===== config.mk =====
export PLATFORM = sky130hd
export DESIGN_NAME = simm_burst_sequencer
export DESIGN_NICKNAME = d
export VERILOG_FILES = /design/src/rtl/simm_burst_sequencer.sv
export SDC_FILE = /design/constraint.sdc
export NUM_CORES = 1
export LEC_CHECK = 0
export CAP_MARGIN = 20
export CORE_MARGIN = 2
export CORE_UTILIZATION = 33
export DETAILED_ROUTE_END_ITERATION = 8
export SYNTH_ARGS = -nofsm -noshare
export SYNTH_HDL_FRONTEND = slang
export SYNTH_SLANG_ARGS = --single-unit

===== constraint.sdc =====
create_clock -name clock -period 3.1 [get_ports clock]
set_clock_uncertainty 0.2 [all_clocks]
set_input_delay 0.62 -clock clock [delete_from_list [all_inputs] [get_ports clock]]
set_output_delay 0.62 -clock clock [all_outputs]
set_load 0.005 [all_outputs]

===== src/rtl/simm_burst_sequencer.sv =====
// ----------------------------------------------------------------------------
// simm_burst_sequencer: 68030 bus cycles and CBREQ line fills -> simm_controller
// Rev 1.0
// ----------------------------------------------------------------------------
`default_nettype none

module simm_burst_sequencer #(
  parameter int unsigned BURST_ENABLE   = 1,
  parameter int unsigned TIMEOUT_CYCLES = 255
) (
  input  logic       clock,
  input  logic       reset,
  input  logic       cpu_as,
  input  logic       cpu_ds,
  input  logic       cpu_rn_w,
  input  logic [1:0] cpu_siz,
  input  logic [3:0] cpu_addr_low,
  input  logic       dram_sel,
  input  logic       cbreq,
  input  logic       waitstate,
  output logic       mem_cs,
  output logic       mem_ds,
  output logic       mem_rn_w,
  output logic [3:0] byte_selects,
  output logic [1:0] beat_addr,
  output logic       ack,
  output logic       cback,
  output logic       berr,
  output logic       busy
);

  typedef enum logic [1:0] {
    IDLE   = 2'd0,
    ACCESS = 2'd1,
    GAP    = 2'd2,
    HOLD   = 2'd3
  } state_t;

  localparam logic [7:0] WDOG_LAST = 8'(TIMEOUT_CYCLES - 1);

  state_t     state_q, state_d;
  logic       mem_cs_q, mem_cs_d;
  logic       mem_ds_q, mem_ds_d;
  logic       mem_rn_w_q, mem_rn_w_d;
  logic [3:0] byte_sel_q, byte_sel_d;
  logic [1:0] beat_addr_q, beat_addr_d;
  logic       ack_q, ack_d;
  logic       cback_q, cback_d;
  logic       berr_q, berr_d;
  logic       busy_q, busy_d;
  logic       burst_q, burst_d;
  logic [1:0] beat_cnt_q, beat_cnt_d;
  logic [7:0] wdog_q, wdog_d;

  logic       req;
  logic       burst_ok;
  logic [3:0] req_bs;

  assign req      = cpu_as && cpu_ds && dram_sel;
  assign burst_ok = (BURST_ENABLE != 0) && cbreq && cpu_rn_w && (cpu_siz == 2'b00);

  // Lane decode: bit3 is D31:24, i.e. the byte at A[1:0]=00.
  always_comb begin
    req_bs = 4'b0001;
    case ({cpu_siz, cpu_addr_low[1:0]})
      4'b01_00: req_bs = 4'b1000;
      4'b01_01: req_bs = 4'b0100;
      4'b01_10: req_bs = 4'b0010;
      4'b10_00: req_bs = 4'b1100;
      4'b10_01: req_bs = 4'b0110;
      4'b10_10: req_bs = 4'b0011;
      4'b11_00: req_bs = 4'b1110;
      4'b11_01: req_bs = 4'b0111;
      4'b11_10: req_bs = 4'b0011;
      4'b00_00: req_bs = 4'b1111;
      4'b00_01: req_bs = 4'b0111;
      4'b00_10: req_bs = 4'b0011;
      default:  req_bs = 4'b0001;
    endcase
  end

  always_comb begin
    state_d     = state_q;
    mem_cs_d    = mem_cs_q;
    mem_ds_d    = mem_ds_q;
    mem_rn_w_d  = mem_rn_w_q;
    byte_sel_d  = byte_sel_q;
    beat_addr_d = beat_addr_q;
    ack_d       = 1'b0;
    berr_d      = 1'b0;
    cback_d     = cback_q;
    burst_d     = burst_q;
    beat_cnt_d  = beat_cnt_q;
    wdog_d      = wdog_q;

    case (state_q)
      IDLE: begin
        if (req) begin
          mem_rn_w_d  = cpu_rn_w;
          byte_sel_d  = burst_ok ? 4'b1111 : req_bs;
          beat_addr_d = cpu_addr_low[3:2];
          burst_d     = burst_ok;
          beat_cnt_d  = 2'd0;
          wdog_d      = 8'd0;
          mem_cs_d    = 1'b1;
          mem_ds_d    = 1'b1;
          cback_d     = burst_ok;
          state_d     = ACCESS;
        end
      end
      ACCESS: begin
        if (!waitstate) begin
          ack_d    = 1'b1;
          mem_cs_d = 1'b0;
          mem_ds_d = 1'b0;
          wdog_d   = 8'd0;
          if (!burst_q || (beat_cnt_q == 2'd3) || !cbreq) begin
            cback_d = 1'b0;
            state_d = HOLD;
          end else begin
            beat_addr_d = beat_addr_q + 2'd1;
            beat_cnt_d  = beat_cnt_q + 2'd1;
            state_d     = GAP;
          end
        end else if (wdog_q == WDOG_LAST) begin
          berr_d   = 1'b1;
          mem_cs_d = 1'b0;
          mem_ds_d = 1'b0;
          cback_d  = 1'b0;
          state_d  = HOLD;
        end else begin
          wdog_d = wdog_q + 8'd1;
        end
      end
      GAP: begin
        // Losing the address strobe wins over restarting the next beat.
        if (!cpu_as) begin
          cback_d = 1'b0;
          state_d = HOLD;
        end else if (waitstate) begin
          mem_cs_d = 1'b1;
          mem_ds_d = 1'b1;
          state_d  = ACCESS;
        end
      end
      HOLD: begin
        cback_d = 1'b0;
        if (!cpu_as) begin
          state_d = IDLE;
        end
      end
      default: state_d = IDLE;
    endcase

    busy_d = (state_d != IDLE);
  end

  always_ff @(posedge clock) begin
    if (reset) begin
      state_q     <= IDLE;
      mem_cs_q    <= 1'b0;
      mem_ds_q    <= 1'b0;
      mem_rn_w_q  <= 1'b0;
      byte_sel_q  <= 4'b0000;
      beat_addr_q <= 2'd0;
      ack_q       <= 1'b0;
      cback_q     <= 1'b0;
      berr_q      <= 1'b0;
      busy_q      <= 1'b0;
      burst_q     <= 1'b0;
      beat_cnt_q  <= 2'd0;
      wdog_q      <= 8'd0;
    end else begin
      state_q     <= state_d;
      mem_cs_q    <= mem_cs_d;
      mem_ds_q    <= mem_ds_d;
      mem_rn_w_q  <= mem_rn_w_d;
      byte_sel_q  <= byte_sel_d;
      beat_addr_q <= beat_addr_d;
      ack_q       <= ack_d;
      cback_q     <= cback_d;
      berr_q      <= berr_d;
      busy_q      <= busy_d;
      burst_q     <= burst_d;
      beat_cnt_q  <= beat_cnt_d;
      wdog_q      <= wdog_d;
    end
  end

  assign mem_cs       = mem_cs_q;
  assign mem_ds       = mem_ds_q;
  assign mem_rn_w     = mem_rn_w_q;
  assign byte_selects = byte_sel_q;
  assign beat_addr    = beat_addr_q;
  assign ack          = ack_q;
  assign cback        = cback_q;
  assign berr         = berr_q;
  assign busy         = busy_q;

endmodule

`default_nettype wire

# [Yosys cells after proc, flatten, opt, wreduce, memory -nomap -nowiden]
# Memories as Yosys holds them, arrays and structs flattened.
# Index checks and enable logic that the tools add are counted.
[word_totals] memories=1 reg_bits=25 mem_bits_ro=64 wordCells=86
[memory_table] name="(name not given)" words=16 width=4 rd=1 rd_clocked_by_memory_dff=0 wr=0 line_no="65" rtl="case ({cpu_siz, cpu_addr_low[1:0]})"
[op_classes] eq_ne=14 n_reduce_logical=20 bitwise_logic=2 add_sub_neg=3 n_mux=34
[op_table] operator="two-way mux 2 bit" count=12
[op_table] operator="two-way mux 8 bit" count=3
[op_table] operator="case mux 8 bit (2 select lines)" count=1
[op_table] operator="two-way mux 1 bit" count=12
[op_table] operator="!= test 2 bit, second input constant" count=6
[op_table] operator="!= test 3 bit, second input constant" count=3
[op_table] operator="adder 8 x 1 -> 8 bit, second input constant" count=1
[op_table] operator="== test 8 bit, second input constant" count=1
[op_table] operator="case mux 2 bit (2 select lines)" count=2
[op_table] operator="case mux 2 bit (4 select lines)" count=1
[op_table] operator="AND reduction 4 bit" count=2
[op_table] operator="== test 2 bit, second input constant" count=3
[op_table] operator="AND reduction 5 bit" count=1
[op_table] operator="adder 2 x 1 -> 2 bit, second input constant" count=2
[op_table] operator="logical AND 1 bit" count=4
[op_table] operator="logical NOT 2 bit" count=2
[op_table] operator="two-way mux 4 bit" count=1
[op_table] operator="case mux 1 bit (4 select lines)" count=1
[op_table] operator="nonzero test 2 bit" count=2
[op_table] operator="case mux 1 bit (3 select lines)" count=1
[op_table] operator="AND reduction 3 bit" count=1
[op_table] operator="nonzero test 3 bit" count=1
[op_table] operator="OR reduction 3 bit" count=1
[op_table] operator="== test 2 x 1 -> 1 bit, second input constant" count=1
[op_table] operator="other kinds (5)" count=8

# [Longest topological paths before layout]
[logic_depth] word_depth=7 depth_mapped=6 depth_no_buf=6

# [Worst setup path before layout]
# Ideal clock, no wire load.
[synth_timing] kind="input-to-reg" from="input port waitstate" to="register beat_addr_q[0], in the netlist beat_addr[0]" arrival_time_ns=1.577 required_ns=2.809 stages=5 slack_ns=1.232 setup_ns=0.091 n_path_buf=1 cell_sequence="buf_2 > nand2b_1 > a221oi_2 > a21oi_1 > a311oi_1"
[synth_between] elab_chain_cells=2
[synth_rtl] item="from (decl)" line_no="20" rtl="input logic waitstate,"
[synth_rtl] item="!= test 2 bit (no source line)"
[synth_rtl] item="AND reduction 4 bit (no source line)"
[synth_rtl] item="to (signal assigned)" line_no="179" rtl="beat_addr_q <= beat_addr_d;"
[synth_rtl] item="to (decl)" line_no="46" rtl="logic [1:0] beat_addr_q, beat_addr_d;"
# No other way between the ends.
# A chain may end at the register's enable or synchronous reset.

# [Worst setup path after layout]
[layout_timing] from="input port waitstate" to="register wdog_q[6]"
[layout_between] elab_chain_cells=2
[layout_rtl] item="!= test 3 bit (no source line) / two-way mux 8 bit (equally long branches)"
[layout_rtl] item="AND reduction 3 bit (no source line) / case mux 8 bit (2 select lines) (equally long branches)"
[layout_rtl] item="to (signal assigned)" line_no="186" rtl="wdog_q <= wdog_d;"
[layout_rtl] item="to (decl)" line_no="53" rtl="logic [7:0] wdog_q, wdog_d;"
# Parallel ways exist; a longest one is shown, timed or not.

==> results.ini <==
[die]
coreArea_um2 = 4290
row_count = 24
die_h_um = 70.2
die_w_um = 70.2
dieArea_um2 = 4930
io_pins = 27
initial_core_util = 0.337

[clock_network]
cts_root_buf = clkbuf_8
cts_tree = built
htreeDepth = 1
cts_buffers = 3
post_cts_buffers = 0
clk_pin_slew_ns = 0.09
cts.path.max_buffers = 2
cts.sinks = 25
insertion_delay_ns = 0.27
postCtsResizedCells = 0
cts_hold_buf = 0

[yosys]
ys_ff_latch = 25
syn_inst = 167
synth_nets = 188
synth_area_leaders = dfxtp_1 35%, ha_1 6.1%, nand2_1 4.9%, a21oi_1 4.8%, a2111o_1 3.9%
synth.most_common_cell = dfxtp_1
synth_area_leader_cell = dfxtp_1
netlist.area_leader.share = 0.346
synthArstFlopShare = 0
ys_seq_area_frac = 0.346
syn_area_um2 = 1450
synth_cell_types = 49
synth.top_cells.by_count = 25 x dfxtp_1, 19 x nand2_1, 14 x a21oi_1, 8 x nor2_1
synth-edff-count = 0
synth.avg_cell_area_um2 = 8.67
synth_warnings = 0
ys.flop_type = dfxtp_1

[setup_path]
max_stage_delay_ns = 0.72
crit_path_end = wdog_q[6]
startpoint = waitstate
cp.arrival_ns = 2.31
worstPathRequired_ns = 3.06
reg2reg_from = state_q[0]
timing.rr.end = wdog_q[6]
start_kind = primary input
end_kind = register
criticalPathCategory = in2reg
worstPathMaxFanout = 16
reg2reg_slack_ns = 0.99
crit_slowest_cell = clkdlybuf4s50_1
worstRegToRegCells = 4
cp_cell_sequence = clkdlybuf4s50_1 -> nor3b_2 -> a21oi_2 -> a21oi_1 -> mux2i_1

[sta]
finalMaxSlewViolations = 0
relSlewSlack = 0.565
tns_ns = 0
setup_viol = 0
fmax_mhz = 426
period_share = 0.758
rsz0062_at_grt = false
worst_slew_pin_slew_ns = 0.653
period_needed_ns = 2.35
hold_viol = 0

[worst_hold_path]
hold_path_class = reg2reg

[power_and_ir_drop]
p_leak_uw = 0.000624
ir_worst_vdd_mv = 0.146
power.density_nw_per_um2 = 363

[placement]
place_hpwl_um = 2550
gp_congestion = 0.801
io_buffers = 26

[flow_run]
drv_cap = 0

[routing]
route.detailed.drc = 0
num_vias = 1297
ant_nets = 0
routed_wl_um = 3400
drt_iter0_drc = 74
firstDrtPassIters = 4
via_per_inst = 5.36
routedWlPerCell_um = 14.0

[global_routing]
antenna_found_initial = 0
grt_max_degree = 17
globalRouteOverflowTotal = 0
grt_pass1_wl_um = 5930
grt_use_total = 0.147
first_global_vias = 1291

[finish]
num_antenna_cells = 0
fin_util = 0.415
fillers = 434
area_delta_synth_final_pct = 23.1
finalNetCount = 212
drive_gt1_frac = 0.0737

[outcome]
status = finished, final reports clean

[how the worst min path moves through the flow]
stage | from | end | slack, ns | depth (start not counted)
final | burst_q | burst_q | 0.27 | 2
after global routing | burst_q | burst_q | 0.29 | 2
after CTS | burst_q | burst_q | 0.27 | 2
after detailed placement | burst_q | burst_q | 0.26 | 2
after global placement | burst_q | burst_q | 0.25 | 2
after floorplan | burst_q | burst_q | 0.24 | 2
[critical path, delay by kind of cell]
kind | cells | cell delay [ns]
multiplexers | 1 | 0.16
AND/OR/NAND/NOR | 1 | 0.11
buffers and inverters | 1 | 0.72
AO/OA/AOI/OAI | 2 | 0.70
[flip-flops by register name (all words and copies together), names as in the netlist]
register,flops
ack,1
beat_addr,2
beat_cnt_q,2
berr,1
burst_q,1
busy,1
byte_selects,4
cback,1
mem_ds,1
mem_rn_w,1
state_q,2
wdog_q,8
[cell usage in the layout (no fill, tap or decap), drive strengths merged, types with 2 or more instances in the layout]
| cell type | Yosys | layout |
|---|---|---|
| a21oi | 15 | 15 |
| clkdlybuf4s50 | 0 | 26 |
| nand3b | 4 | 4 |
| clkbuf | 3 | 3 |
| nor2 | 9 | 9 |
| a2111o | 5 | 5 |
| o2111ai | 3 | 3 |
| dfxtp | 25 | 25 |
| and2 | 2 | 2 |
| inv | 7 | 7 |
| a221oi | 2 | 2 |
| and4 | 2 | 2 |
| ha | 7 | 7 |
| nand3 | 5 | 5 |
| a41o | 2 | 2 |
| o21ai | 8 | 8 |
| nand2b | 7 | 7 |
| mux2i | 3 | 3 |
| nor3 | 6 | 6 |
| nand4b | 2 | 2 |
| a211o | 3 | 3 |
| nand4 | 5 | 5 |
| nand2 | 19 | 19 |
| a311oi | 3 | 3 |
| nor3b | 2 | 2 |
[area by class of cell]
type | count | area [um^2] | area share
well taps | 52 | 65.1 | 0.0365
repair buffers | 27 | 268 | 0.150
inverters | 7 | 26.3 | 0.0147
clock buffers | 3 | 41.3 | 0.0232
multi-input cells | 127 | 876 | 0.492
flip-flops and latches | 25 | 500 | 0.281
clock inverters | 1 | 5.00 | 0.00281
[stage by stage]
stage | std cells | instance area [um^2] | worst slack [ns] | power (uW) | hold WS [ns]
after floorplan | 167 | 1450 | 1.23 | 407 | 0.236
after global placement | 238 | 1740 | 0.541 | 453 | 0.246
after CTS | 242 | 1780 | 0.773 | 654 | 0.268
final | 242 | 1780 | 0.751 | 646 | 0.268
after global routing | 242 | 1780 | 0.658 | 682 | 0.293
after detailed placement | 238 | 1740 | 0.483 | 456 | 0.255
[cells by family after synthesis]
| logic type | after synthesis | synth area share |
|---|---|---|
| compound gates | 50 | 0.261 |
| fa+ha+maj | 7 | 0.0605 |
| buf+inv | 15 | 0.0493 |
| flops | 25 | 0.346 |
| mux | 4 | 0.0285 |
| simple gates | 66 | 0.255 |
[power by group]
part           leakage (uW)  switching, uW  internal (uW)
sequential         0.000203           11.0            330
clock             0.0000255            107           90.0
combinational      0.000396           53.3           54.1
total              0.000624            172            474
[routing by layer]
| metal | vias up | part of all wire | track usage |
|---|---|---|---|
| met2 | 18 | 0.47 | 0.245 |
| li1 | 673 | - | - |
| met4 | 0 | 0.015 | 0.0577 |
| met3 | 5 | 0.028 | 0.0245 |
| met5 | - | 0 | 0 |
| met1 | 601 | 0.48 | 0.189 |
Note: power is estimated with default switching activity, not from simulation.
